## config.mk

```make
export PLATFORM = sky130hd
export DESIGN_NAME = get_extreme_seq
export DESIGN_NICKNAME = d
export VERILOG_FILES = /design/src/rtl/get_extreme_seq.sv
export SDC_FILE = /design/constraint.sdc
export NUM_CORES = 1
export LEC_CHECK = 0
export BUFFER_PORTS_ARGS = -buffer_cell sky130_fd_sc_hd__buf_4
export CORE_ASPECT_RATIO = 0.5
export CORE_MARGIN = 4
export CORE_UTILIZATION = 40
export CTS_BUF_LIST = sky130_fd_sc_hd__clkbuf_4
export DETAILED_ROUTE_END_ITERATION = 6
export SLEW_MARGIN = 25
export SYNTH_ARGS = -nofsm -noshare
export SYNTH_HDL_FRONTEND = slang
export SYNTH_SLANG_ARGS = --single-unit
```

## constraint.sdc

```tcl
create_clock -name clk -period 6.85 [get_ports clk]
set_clock_uncertainty 0.05 [all_clocks]
set_input_delay 1.37 -clock clk [delete_from_list [all_inputs] [get_ports clk]]
set_output_delay 1.37 -clock clk [all_outputs]
set_load 0.02 [all_outputs]
```

## src/rtl/get_extreme_seq.sv

```systemverilog
// Sequential argmin/argmax over NUM packed unsigned channels, one channel per clock.
// Define GET_EXTREME_TIE_LOW_EN to resolve ties to the lowest index (default: highest).
module get_extreme_seq #(
  parameter int unsigned WIDTH = 3,
  parameter int unsigned NUM   = 4,
  parameter int unsigned IDX_W = 2
) (
  input  logic                   clk,
  input  logic                   rst_n,
  input  logic                   start,
  input  logic                   mode,
  input  logic [NUM*WIDTH-1:0]   nums,
  output logic                   busy,
  output logic                   done,
  output logic [IDX_W-1:0]       idx,
  output logic [WIDTH-1:0]       val
);

  localparam int unsigned SNAP_W = NUM * WIDTH;
  localparam logic [IDX_W-1:0] LAST_IDX = IDX_W'(NUM - 1);

  localparam logic [0:0] IDLE = 1'b0;
  localparam logic [0:0] SCAN = 1'b1;

  logic [0:0]        state_q, state_d;
  logic [SNAP_W-1:0] snap_q, snap_d;
  logic              mode_q, mode_d;
  logic [WIDTH-1:0]  best_val_q, best_val_d;
  logic [IDX_W-1:0]  best_idx_q, best_idx_d;
  logic [IDX_W-1:0]  cnt_q, cnt_d;
  logic              busy_q, busy_d;
  logic              done_q, done_d;
  logic [IDX_W-1:0]  idx_q, idx_d;
  logic [WIDTH-1:0]  val_q, val_d;

  logic [WIDTH-1:0]  cand_c;
  logic              take_c;
  logic [WIDTH-1:0]  win_val_c;
  logic [IDX_W-1:0]  win_idx_c;

  assign cand_c = snap_q[32'(cnt_q) * WIDTH +: WIDTH];

  // Candidate replaces the running best when strictly better, or on a tie unless tie-low.
`ifdef GET_EXTREME_TIE_LOW_EN
  assign take_c = mode_q ? (cand_c > best_val_q) : (cand_c < best_val_q);
`else
  assign take_c = mode_q ? (cand_c >= best_val_q) : (cand_c <= best_val_q);
`endif

  assign win_val_c = take_c ? cand_c : best_val_q;
  assign win_idx_c = take_c ? cnt_q  : best_idx_q;

  always_ff @(posedge clk or negedge rst_n) begin
    if (!rst_n) begin
      state_q    <= IDLE;
      snap_q     <= '0;
      mode_q     <= 1'b0;
      best_val_q <= '0;
      best_idx_q <= '0;
      cnt_q      <= '0;
      busy_q     <= 1'b0;
      done_q     <= 1'b0;
      idx_q      <= '0;
      val_q      <= '0;
    end else begin
      state_q    <= state_d;
      snap_q     <= snap_d;
      mode_q     <= mode_d;
      best_val_q <= best_val_d;
      best_idx_q <= best_idx_d;
      cnt_q      <= cnt_d;
      busy_q     <= busy_d;
      done_q     <= done_d;
      idx_q      <= idx_d;
      val_q      <= val_d;
    end
  end

  always_comb begin
    state_d    = state_q;
    snap_d     = snap_q;
    mode_d     = mode_q;
    best_val_d = best_val_q;
    best_idx_d = best_idx_q;
    cnt_d      = cnt_q;
    busy_d     = busy_q;
    done_d     = 1'b0;
    idx_d      = idx_q;
    val_d      = val_q;

    case (state_q)
      IDLE: begin
        if (start) begin
          snap_d     = nums;
          mode_d     = mode;
          best_val_d = nums[WIDTH-1:0];
          best_idx_d = '0;
          cnt_d      = IDX_W'(1);
          if (NUM == 1) begin
            idx_d  = '0;
            val_d  = nums[WIDTH-1:0];
            done_d = 1'b1;
          end else begin
            busy_d  = 1'b1;
            state_d = SCAN;
          end
        end
      end
      SCAN: begin
        best_val_d = win_val_c;
        best_idx_d = win_idx_c;
        cnt_d      = cnt_q + IDX_W'(1);
        if (cnt_q == LAST_IDX) begin
          idx_d   = win_idx_c;
          val_d   = win_val_c;
          done_d  = 1'b1;
          busy_d  = 1'b0;
          state_d = IDLE;
        end
      end
      default: state_d = IDLE;
    endcase
  end

  assign busy = busy_q;
  assign done = done_q;
  assign idx  = idx_q;
  assign val  = val_q;

endmodule

```

==> results.py, run 1 <==
metrics = {
    "global_route": {
        "antenna_found_initial": 0,
        "grt_start_max_net_pins": 29,
        "grt_first_pass_wirelength_mm": 4.76,
        "globalRouteOverflowTotal": 0,
        "grt_util_all_layers_pct": 13.1,
        "first_global_vias": 959,
    },
    "hold_path": {
        "timing.hold.worst.class": "register to register",
    },
    "finish": {
        "fillCellCount": 303,
        "finalInstanceArea_um2": 1620,
        "area_growth_pct": 13.7,
        "final_net_count": 159,
        "antenna_cells_inserted": 0,
        "drive_gt1_share_pct": 26.8,
    },
    "critical_path": {
        "setup.worst_path.start_class": "register",
        "worst-path-max-fanout": 11,
        "worst_ep_arrival_time_ns": 3.05,
        "wp_data_required_ns": 7.05,
        "worst_setup_path_class": "register to register",
        "critical_path.endpoint_type": "register",
    },
    "timing": {
        "tightestPinTransition_ns": 0.842,
        "maxSlewHeadroom_pct": 43.6,
        "final_cycle_share_pct": 41.6,
        "maxSlewViolCount": 0,
        "timing_hold_violations_final": 0,
        "layout_min_cycle_time_ns": 2.85,
        "rsz0062_at_grt": "false",
        "timing.fmax_mhz": 351,
        "fin_tns_setup_ns": 0,
        "fin_worst_hold_slack_ns": 0.451,
        "setup-violations-final": 0,
    },
    "synthesis": {
        "fraction_of_the_yosys_area_taken_by_sequential_cells_pct": 49.1,
        "synth_largest_area_cell": "dfrtp_1",
        "synth.cell_area_um2": 1430,
        "post_synth.cell_area_avg_um2": 11.9,
        "syn_nets": 140,
        "synth_cell_types": 36,
        "synth_cells": 120,
        "yosys_warnings": 0,
        "synth.area.top_cells": "dfrtp_1, mux2_1, mux4_2, ha_1, mux2_2",
        "ys_seq_elements": 28,
        "yosys.area.top_type_share_pct": 49.1,
    },
    "clocking": {
        "clock_tree.root_cell": "clkbuf_4",
        "post-cts-setup-buffer-count": 0,
        "numCtsBuffers": 3,
        "tritoncts": "done",
        "max-clock-path-buffers": 2,
        "cts.sinks": 28,
        "clock_transition_at_the_registers_of_the_reported_paths_ns": 0.15,
        "clk-insertion-delay-late_ns": 0.32,
        "number_of_levels_in_the_clock_h_tree": 1,
        "post_cts_hold_buffers": 0,
        "gates_resized_cts_repair": 0,
    },
    "floorplan": {
        "placementRows": 14,
        "dieHeight_um": 50.2,
        "die-area_um2": 4640,
        "die_width_um": 92.5,
        "core_area_um2": 3210,
        "initial_core_util_pct": 44.5,
        "design.portCount": 23,
    },
    "power": {
        "static-leakage-power_nw": 0.725,
        "ir_worst_vdd_uv": 147,
        "power_density_nw_per_um2": 581,
    },
    "detailed_routing": {
        "first_iter_violations": 45,
        "vias_after_detailed_routing": 1028,
        "antenna_violating_nets_post_route": 0,
        "route.detailed.wl_per_inst_um": 15.3,
        "drt_first_pass_iters": 4,
        "total_length_of_routed_wires_mm": 2.85,
        "post-route-drc-count": 0,
        "vias_per_cell": 5.53,
    },
    "run": {
        "max-cap-violations": 0,
    },
    "place": {
        "routabilityCongestion": 0.882,
        "placedInstanceArea_um2": 1600,
        "portBuffers": 22,
        "dpl.hpwl_mm": 2.05,
    },
    "status": {
        "run_status": "completed",
    },
}
-- routing by layer --
metal	GRT usage, %	up-vias	wire length (µm)
li1	-	486	-
met1	19.6	493	1470
met2	18.4	45	1180
met3	3.88	4	179
met4	3.20	0	16
met5	0	-	0
-- power by group --
group          internal, W  switching, W  leakage, nW  total [W]
clock network    0.0000214     0.0000477       0.0154  0.0000691
logic             0.000248      0.000305        0.381   0.000552
registers         0.000251     0.0000688        0.328   0.000320
total             0.000521      0.000421        0.725   0.000942
-- path summary, 6_finish.rpt --
check                                 to  slack (ns)  startpoint  cells past startpoint
min in group asynchronous     snap_q[10]        0.88       rst_n                      1
max                        best_val_q[1]        4.00    cnt_q[0]                      6
max reg2reg                best_val_q[1]        4.00    cnt_q[0]                      6
min                            snap_q[5]        0.45   snap_q[5]                      1
min reg2reg                    snap_q[5]        0.45   snap_q[5]                      1
max in group asynchronous        state_q        5.60       rst_n                      1
-- cell type report --
type	instances	area (µm²)	share of cell area (%)
Sequential cell	28	701	43.2
Tap cell	48	60.1	3.70
Multi-Input combinational cell	79	651	40.1
Timing Repair Buffer	22	165	10.2
Clock buffer	3	22.5	1.39
Inverter	5	18.8	1.16
Clock inverter	1	3.75	0.231
-- kinds of logic after synthesis --
group | count (synthesis) | share of synthesized area [%]
simple gates | 29 | 11.0
fa+ha+maj | 4 | 3.51
mux | 17 | 15.7
buf+inv | 13 | 5.44
flops | 28 | 49.1
compound gates | 29 | 15.3
-- flip-flops by register name, summed over array words and instances (netlist names) --
| register | flops |
|---|---|
| idx | 2 |
| best_val_q | 3 |
| done | 1 |
| best_idx_q | 2 |
| val | 3 |
| mode_q | 1 |
| state_q | 1 |
| snap_q | 12 |
| busy | 1 |
| cnt_q | 2 |
-- cell usage after synthesis --
cell type and number:
a211oi_1 2, a21o_1 1, a21oi_1 4, a22oi_1 1
a311o_1 2, a311oi_1 2, a31oi_1 4, a41o_1 1
a41oi_1 4, and2_0 1, and2_1 2, and3b_2 1
buf_2 2, buf_6 3, clkbuf_1 2, clkbuf_4 1
dfrtp_1 28, ha_1 4, inv_1 4, inv_2 1
mux2_1 9, mux2_2 4, mux2i_1 1, mux4_2 3
nand2_1 6, nand4_1 2, nor2_1 9, nor2b_1 2
nor3_1 2, nor3_2 1, nor3b_1 2, o211a_1 1
o211ai_1 1, o21ai_0 1, o31ai_1 5, or3_4 1
-- cells in the final DEF, fill, tap and decap left out, drive strengths merged, types with 2 or more instances in the layout --
master   n
a211oi   2
a21oi    4
a311o    2
a311oi   2
a31oi    4
a41oi    4
and2     3
buf     22
clkbuf   3
dfrtp   28
ha       4
inv      5
mux2    13
mux4     3
nand2    6
nand4    2
nor2     9
nor2b    2
nor3     3
nor3b    2
o31ai    5
-- worst max-delay path: stages, from the launching register on --
cell and delay, ns:
dfrtp_1 0.59, mux4_2 0.61, ha_1 0.35, a21o_1 0.21, or3_4 0.45, a41o_1 0.28, a211oi_1 0.23
-- metrics by stage --
| stage | total power (W) | utilization (%) | worst slack, ns | cells |
|---|---|---|---|---|
| 2_1_floorplan | 0.000774 | - | 4.30 | 120 |
| 3_3_place_gp | 0.000865 | 49.7 | 3.82 | 182 |
| 3_5_place_dp | 0.000872 | 49.8 | 4.03 | 182 |
| 4_1_cts | 0.000942 | 50.6 | 4.00 | 186 |
| 5_1_grt | 0.00102 | 50.6 | 3.87 | 186 |
| 6_report | 0.000942 | 50.6 | 4.00 | 186 |
No activity file was read; power rests on OpenSTA's default activity.
==> run 2, diff against run 1 <==
- clock period: 6.85 -> 2.65 ns (I/O delays scaled with it)
==> results.py, run 2 (synthesis results as in run 1) <==
metrics = {
    "status": {
        "run_status": "completed",
    },
    "clocking": {
        "clock_transition_at_the_registers_of_the_reported_paths_ns": 0.15,
        "tritoncts": "done",
        "number_of_levels_in_the_clock_h_tree": 1,
        "clock_tree.root_cell": "clkbuf_4",
        "numCtsBuffers": 3,
        "cts.sinks": 28,
        "clk-insertion-delay-late_ns": 0.33,
        "post_cts_hold_buffers": 0,
        "max-clock-path-buffers": 2,
    },
    "timing": {
        "tightestPinTransition_ns": 0.439,
        "final_cycle_share_pct": 95.6,
        "fin_worst_hold_slack_ns": 0.0388,
        "timing_hold_violations_final": 0,
        "timing.fmax_mhz": 395,
        "rsz0062_at_grt": "false",
        "layout_min_cycle_time_ns": 2.53,
        "setup-violations-final": 0,
        "fin_tns_setup_ns": 0,
        "maxSlewViolCount": 0,
        "maxSlewHeadroom_pct": 70.8,
    },
    "critical_path": {
        "r2r_slack_ns": 0.12,
        "wp_data_required_ns": 2.85,
        "critical_path.endpoint_type": "register",
        "worst-path-max-fanout": 11,
        "timing.reg2reg.worst_path_depth": 6,
        "worst_ep_arrival_time_ns": 2.74,
        "r2r_end": "best_val_q[2]",
        "reg2reg_from": "cnt_q[0]",
        "worst_setup_path_class": "register to register",
        "setup.worst_path.start_class": "register",
    },
    "global_route": {
        "grt_first_pass_wirelength_mm": 4.99,
        "grt_start_max_net_pins": 29,
        "antenna_found_initial": 0,
        "globalRouteOverflowTotal": 0,
        "grt_util_all_layers_pct": 13.6,
        "first_global_vias": 960,
    },
    "finish": {
        "antenna_cells_inserted": 0,
        "number_of_flip_flops_in_the_largest_register": 12,
        "area_growth_pct": 16.8,
        "max_flop_register": "snap_q",
        "finalInstanceArea_um2": 1670,
        "drive_gt1_share_pct": 30.3,
        "finish.utilization_pct": 52.0,
        "layout.cells.most_common_list": "dfrtp_1, buf_4, nor2_1, mux2_1, nand2_1",
        "final_net_count": 164,
    },
    "floorplan": {
        "design.portCount": 23,
        "core_area_um2": 3210,
        "die_width_um": 92.5,
        "die-area_um2": 4640,
        "dieHeight_um": 50.2,
        "placementRows": 14,
        "initial_core_util_pct": 44.5,
    },
    "power": {
        "static-leakage-power_nw": 0.745,
        "power_density_nw_per_um2": 1510,
        "post-layout-total-power_w": 0.00252,
        "ir_worst_vdd_uv": 493,
    },
    "detailed_routing": {
        "route.detailed.wl_per_inst_um": 15.2,
        "total_length_of_routed_wires_mm": 2.90,
        "post-route-drc-count": 0,
        "vias_per_cell": 5.43,
        "vias_after_detailed_routing": 1032,
        "antenna_violating_nets_post_route": 0,
        "drt_first_pass_iters": 4,
        "first_iter_violations": 42,
    },
    "place": {
        "portBuffers": 22,
        "routabilityCongestion": 0.872,
        "placedInstanceArea_um2": 1620,
        "dpl.hpwl_mm": 2.09,
    },
    "hold_path": {
        "timing.hold.worst.class": "input port to asynchronous set/reset pin",
    },
    "run": {
        "max-cap-violations": 0,
    },
}
[run 2: cell count changes in the layout (fill, tap and decap cells not counted), sizes merged]
cell    before  now
clkinv       1    0
buf         22   27
[run 2: worst max-delay path: stages, from the launching register on]
cell,delay [ns]
dfrtp_2,0.42
mux4_2,0.56
ha_1,0.32
and3b_2,0.22
or3_4,0.40
a41o_1,0.27
a211oi_1,0.23
[run 2: worst max-delay path by stage]
stage / start / to / cells after the start
6_report: cnt_q[0] / best_val_q[2] / 6
5_1_grt: cnt_q[0] / best_val_q[2] / 8
4_1_cts: cnt_q[0] / best_val_q[2] / 6
3_5_place_dp: cnt_q[0] / best_val_q[2] / 6
3_3_place_gp: cnt_q[0] / best_val_q[1] / 6
2_1_floorplan: cnt_q[0] / best_val_q[2] / 8
[run 2: area by class of cell]
| cell class | instances | area (µm²) |
|---|---|---|
| fillers | 305 | 1540 |
| multi-input cells | 79 | 661 |
| repair buffers | 27 | 203 |
| clock buffers | 3 | 22.5 |
| inverters | 5 | 18.8 |
| well taps | 48 | 60.1 |
| flip-flops and latches | 28 | 702 |
[run 2: through the flow]
step / setup WS (ns) / cells
after detailed placement: -0.0207 / 186
after global placement: 0.0656 / 186
after floorplan: 0.102 / 120
after CTS: 0.0152 / 189
final: 0.118 / 190
after global routing: 0.0199 / 190
[run 2: power by group]
part,switching (W),internal (W),leakage (nW)
sequential,0.000164,0.000652,0.327
clock,0.000123,0.0000535,0.0138
combinational,0.000810,0.000719,0.404
[run 2: timing repair]
| item | CTS | global route |
|---|---|---|
| buffers inserted | 0 | 1 |
| gates resized for setup | 1 | 1 |
| setup endpoints to repair | 2 | 6 |
[run 2: metal layers]
metal  GRT usage, %  wire, µm
met5              0         0
met4           2.22        12
met3           4.18       214
met2           18.8      1200
met1           20.9      1470
